[src/rtl/exec_muldiv_unit.sv]
// Multi-cycle multiply/divide companion to the ALU; owns the HI/LO pair.
// Define MULDIV_MADD_EN to enable MADD/MADDU (op 110/111); otherwise those ops are accepted as no-ops.
module exec_muldiv_unit #(
  parameter int DATA_W = 32,
  parameter int CNT_W  = $clog2(DATA_W) + 1
) (
  input  logic              clock,
  input  logic              reset,
  input  logic              start,
  input  logic [2:0]        op,
  input  logic              flush,
  input  logic [DATA_W-1:0] rs_val,
  input  logic [DATA_W-1:0] rt_val,
  output logic              busy,
  output logic              done,
  output logic              div_zero,
  output logic [DATA_W-1:0] hi,
  output logic [DATA_W-1:0] lo
);

`ifdef MULDIV_MADD_EN
  localparam bit MADD_EN = 1'b1;
`else
  localparam bit MADD_EN = 1'b0;
`endif

  typedef enum logic [1:0] {IDLE, RUN, DONE} state_t;

  state_t                state_q, state_d;
  logic [CNT_W-1:0]      cnt_q;
  logic [2*DATA_W-1:0]   prod_q;
  logic [DATA_W-1:0]     opb_q;
  logic [DATA_W-1:0]     hi_q, lo_q;
  logic                  is_div_q, is_madd_q, neg_q, neg_rem_q, div_zero_q;

  logic                  accept, long_op, op_signed, last;
  logic                  a_neg, b_neg;
  logic [DATA_W-1:0]     a_mag, b_mag;

  logic [DATA_W:0]       add_sum, rem_sh;
  logic [DATA_W-1:0]     sub_w;
  logic                  ge;
  logic [2*DATA_W-1:0]   mul_next, div_next, step_d;
  logic [2*DATA_W-1:0]   mul_res, result;
  logic [DATA_W-1:0]     quo, rem;

  assign accept    = start && !flush && (state_q != RUN);
  assign long_op   = !op[2] || (MADD_EN && op[1]);
  assign op_signed = !op[0];
  assign last      = (state_q == RUN) && (cnt_q == CNT_W'(DATA_W - 1)) && !flush;

  assign a_neg = op_signed && rs_val[DATA_W-1];
  assign b_neg = op_signed && rt_val[DATA_W-1];
  assign a_mag = a_neg ? -rs_val : rs_val;
  assign b_mag = b_neg ? -rt_val : rt_val;

  // prod_q is shared: multiply keeps {partial, multiplier}, divide keeps {remainder, dividend/quotient}.
  assign add_sum  = {1'b0, prod_q[2*DATA_W-1:DATA_W]} + (prod_q[0] ? {1'b0, opb_q} : '0);
  assign mul_next = {add_sum, prod_q[DATA_W-1:1]};

  assign rem_sh   = {prod_q[2*DATA_W-1:DATA_W], prod_q[DATA_W-1]};
  assign ge       = rem_sh >= {1'b0, opb_q};
  assign sub_w    = rem_sh[DATA_W-1:0] - opb_q;
  assign div_next = {ge ? sub_w : rem_sh[DATA_W-1:0], prod_q[DATA_W-2:0], ge};

  assign step_d   = is_div_q ? div_next : mul_next;

  always_comb begin
    mul_res = neg_q ? -step_d : step_d;
    quo     = neg_q ? -step_d[DATA_W-1:0] : step_d[DATA_W-1:0];
    rem     = neg_rem_q ? -step_d[2*DATA_W-1:DATA_W] : step_d[2*DATA_W-1:DATA_W];
    if (is_div_q)       result = {rem, quo};
    else if (is_madd_q) result = {hi_q, lo_q} + mul_res;
    else                result = mul_res;
  end

  always_ff @(posedge clock) begin
    if (reset) state_q <= IDLE;
    else       state_q <= state_d;
  end

  always_comb begin
    state_d = state_q;
    case (state_q)
      IDLE, DONE: begin
        state_d = IDLE;
        if (accept && long_op) state_d = RUN;
      end
      RUN: begin
        if (flush)     state_d = IDLE;
        else if (last) state_d = DONE;
      end
      default: state_d = IDLE;
    endcase
  end

  always_ff @(posedge clock) begin
    if (reset) begin
      hi_q       <= '0;
      lo_q       <= '0;
      prod_q     <= '0;
      opb_q      <= '0;
      cnt_q      <= '0;
      is_div_q   <= 1'b0;
      is_madd_q  <= 1'b0;
      neg_q      <= 1'b0;
      neg_rem_q  <= 1'b0;
      div_zero_q <= 1'b0;
    end else begin
      div_zero_q <= last && is_div_q && (opb_q == '0);
      if (accept) begin
        if (long_op) begin
          prod_q    <= {{DATA_W{1'b0}}, a_mag};
          opb_q     <= b_mag;
          cnt_q     <= '0;
          is_div_q  <= (op[2:1] == 2'b01);
          is_madd_q <= op[2];
          neg_q     <= a_neg ^ b_neg;
          neg_rem_q <= a_neg;
        end else if (op == 3'b100) begin
          hi_q <= rs_val;
        end else if (op == 3'b101) begin
          lo_q <= rs_val;
        end
      end else if (state_q == RUN) begin
        prod_q <= step_d;
        cnt_q  <= cnt_q + 1'b1;
        if (last && !(is_div_q && (opb_q == '0))) begin
          {hi_q, lo_q} <= result;
        end
      end
    end
  end

  assign busy     = (state_q == RUN);
  assign done     = (state_q == DONE);
  assign div_zero = div_zero_q;
  assign hi       = hi_q;
  assign lo       = lo_q;

endmodule

[config.mk]
export PLATFORM = sky130hd
export DESIGN_NAME = exec_muldiv_unit
export DESIGN_NICKNAME = d
export VERILOG_FILES = /design/src/rtl/exec_muldiv_unit.sv
export SDC_FILE = /design/constraint.sdc
export NUM_CORES = 1
export LEC_CHECK = 0
export CORE_ASPECT_RATIO = 0.8
export CORE_MARGIN = 2
export CORE_UTILIZATION = 55
export DETAILED_ROUTE_END_ITERATION = 7
export GPL_ROUTABILITY_DRIVEN = 0
export PLACE_DENSITY = 0.78
export SLEW_MARGIN = 5
export SYNTH_ARGS = -nofsm -noshare
export SYNTH_HDL_FRONTEND = slang
export SYNTH_SLANG_ARGS = --single-unit
export TNS_END_PERCENT = 1
[constraint.sdc]
create_clock -name clock -period 6.81 [get_ports clock]
set_input_delay 1.0215 -clock clock [delete_from_list [all_inputs] [get_ports clock]]
set_output_delay 1.0215 -clock clock [all_outputs]
set_load 0.01 [all_outputs]
==> run summary <==
Syn Inst Count: 2,070
Most area-consuming cells after synthesis: dfxtp_1, a21oi_1, nor2_1, ha_1, nand2_1
Final instance area: 17,100 µm²
DRC Markers: 81
Row Count: 54
Routed vias: 16,900
HP Class: register to register
Area of the core: 27,000 µm²
Dpl cell area: 16,600 µm²
Initial antenna violation count: 3
Die Wd: 189 µm
Worst Clk Skew: 0.0189 ns
DPL Wire Length: 40,900 µm
Total grt overflow: 0
All-Layer GR Usage: 38.2%
Layout cells sized above 1: 5.55%
Total Power: 0.00289 W
Sum of negative setup slack: 0 ns
Top-area cell type share of the netlist area: 23.0%
Peak Freq: 166 MHz
Cell Int Power: 0.00181 W
Post-cts hold buffer count: 0
# IOs: 138
Min cycle time layout: 6.03 ns
Resize count post-CTS: 0
Synth async-reset ratio: 0%
Max Cap Viol: 0
Antenna cells: 0
Synth-to-layout area growth: 14.3%
Failing checks: DRC
Post-synth EDFFs: 0
Drt initial violations: 2,619
CP arrival: 6.37 ns
Initial Utilization: 55.5%
Post-synth design cell area: 15,000 µm²
Outcome: finished with violations
CP endpoint kind: register
Clock Path Buffers: 2
Final Hold Vio Count: 0
Yosys reg bits: 172
Kind of critical path: register to register
First-pass GRT wire length: 85,500 µm
Register area share after synthesis: 23.0%
CTS root buf: clkbuf_16
Count leader, synth: nor2_1
Area of the multi-input gates: 10,800 µm²
TritonCTS Buffers: 17
Vias per inst: 6.75
Sinks on Clock Net: 172
Antenna viol nets, final: 0
Yosys warning total: 0
Die area: 28,600 µm²
Routed Wire Length: 55,800 µm
Max FO, Critical Path: 7
FF/Latch Area: 3450 µm²
Largest net degree at the start of global routing: 93
Pwr/cell area: 168 nW/µm²
RSZ-0062 raised after global routing: false
IO buf count: 137
Die Height: 152 µm
Vias in the first global route: 15,000
Avg Inst Size Synth: 7.25 µm²
Inst Count DP: 2,475
Setup violations, final: 0
Worst vdd ir: 192 µV
Startpoint types: register
Fill cells: 2,423
Worst Path Required: 7.15 ns
Max_slew headroom: 12.1%
Comb power frac: 27.7%
Synth cell count leaders: nor2_1, nand2_1, a21oi_1
Final Slew Violations: 0
Netlist cell types: 94
Setup Fix Bufs, Post-CTS: 0
Final Instance Count excl. Fillers: 2,507
Switch Pwr: 0.00108 W
Worst skew pair latency: 0.47 ns
Post-synth top flop: dfxtp_1
First-pass DRT Iterations: 8
Worst-margin pin slew: 1.32 ns
Routed len/inst: 22.2 µm
Nets@finish: 2,272
H-Tree Depth: 4
CTS clk-pin slew, worst paths: 0.08 ns
Syn_nets: 2,212
Final period utilization: 88.5%
Static Leak: 6.68 nW
Cell taking the most area after synthesis: dfxtp_1
Flop pwr share: 37.0%
CTS tree: done
Sw Share: 37.4%
Part of the power in the clock network: 35.3%
[critical path, stage by stage (launching register included)]
cell,delay (ns)
dfxtp_1,0.42
inv_1,0.08
ha_1,0.38
a21oi_1,0.20
o21ai_1,0.17
a221oi_2,0.33
nand3_1,0.36
nor2_2,0.22
nand2_1,0.08
o21ai_0,0.17
ha_1,0.21
nand2_1,0.16
or3_1,0.51
or3_1,0.55
o41ai_1,1.16
nor2_1,0.14
a21oi_1,0.23
xnor2_1,0.14
nand2_1,0.08
a311oi_1,0.32
[state kept, by name (all words and copies together), names as in the netlist]
| name | cells |
|---|---|
| div_zero | 1 |
| prod_q | 64 |
| neg_q | 1 |
| opb_q | 32 |
| neg_rem_q | 1 |
| lo | 32 |
| state_q | 2 |
| is_div_q | 1 |
| cnt_q | 6 |
| hi | 32 |
[cell usage in the layout (no fill, tap or decap), types with 16 or more instances in the layout]
master	Yosys	final
dfxtp_1	172	171
inv_1	74	74
nor2_1	254	251
and2_1	42	42
nor3_1	52	52
and3_1	29	29
a22oi_1	16	16
a21o_1	39	39
buf_4	1	28
mux2i_1	30	30
nand3_1	33	33
o211ai_1	36	36
nor2b_1	16	16
clkbuf_16	0	17
nand4_1	18	18
a31oi_1	35	35
nand2_1	210	210
a311oi_1	22	22
a211oi_1	52	52
xor2_1	72	72
xnor2_1	87	87
clkdlybuf4s50_1	0	136
or3_1	17	17
o21ai_0	122	122
a21oi_1	192	191
ha_1	69	69
o31ai_1	20	20
nor4_1	20	20
[power groups by stage]
stage / clock network, W / logic [W] / registers (W)
2_1_floorplan: 0 / 0.000519 / 0.00107
3_3_place_gp: 0 / 0.000746 / 0.00109
3_5_place_dp: 0 / 0.000757 / 0.00109
4_1_cts: 0.00101 / 0.000763 / 0.00106
5_1_grt: 0.00105 / 0.000847 / 0.00107
6_report: 0.00102 / 0.000799 / 0.00107
[cell type report]
| type | count | area share [%] |
|---|---|---|
| multi-input cells | 1700 | 63.0 |
| inverters | 75 | 1.64 |
| flip-flops and latches | 172 | 20.1 |
| clock buffers | 17 | 2.48 |
| clock inverters | 15 | 0.978 |
| repair buffers | 164 | 9.16 |
| well taps | 364 | 2.66 |
[stage by stage]
step                hold WS, ns  worst slack (ns)  util (%)
floorplan                 0.442              1.79         -
global placement          0.458              1.28      61.3
detailed placement        0.469              1.09      61.3
CTS                       0.480              1.03      63.5
global route              0.510             0.639      63.5
finish                    0.490             0.781      63.5
[cells by family (layout without fill, tap and decap cells)]
family,after synthesis,count (layout),synth area share (%)
AOI/OAI and AO/OA,672,672,29.7
xor gates and xnor gates,159,159,9.29
adders and majority gates,71,71,6.02
buffers and inverters,198,271,5.23
DFF,172,172,23.0
muxes,45,45,3.15
and+or+nand+nor,753,753,23.7
[path summary, 6_finish.rpt]
kind	startpoint	slack, ns	endpoint	depth (start not counted)
setup / recovery	opb_q[22]$_SDFFE_PP0P_	0.78	hi[8]$_SDFFE_PP0P_	19
hold / removal	lo[5]$_SDFFE_PP0P_	0.49	lo[5]$_SDFFE_PP0P_	2
setup reg to reg	opb_q[22]$_SDFFE_PP0P_	0.78	hi[8]$_SDFFE_PP0P_	19
hold reg to reg	lo[5]$_SDFFE_PP0P_	0.49	lo[5]$_SDFFE_PP0P_	2
[routing by layer]
layer  track usage [%]  vias to the layer above  wire, µm
li1                  -                     7653         -
met1              54.0                     7741     23100
met2              52.1                     1321     21400
met3              14.7                      212      9090
met4              13.6                        4      2150
met5                 0                        -        23
Power figures use the tool's default switching activity.
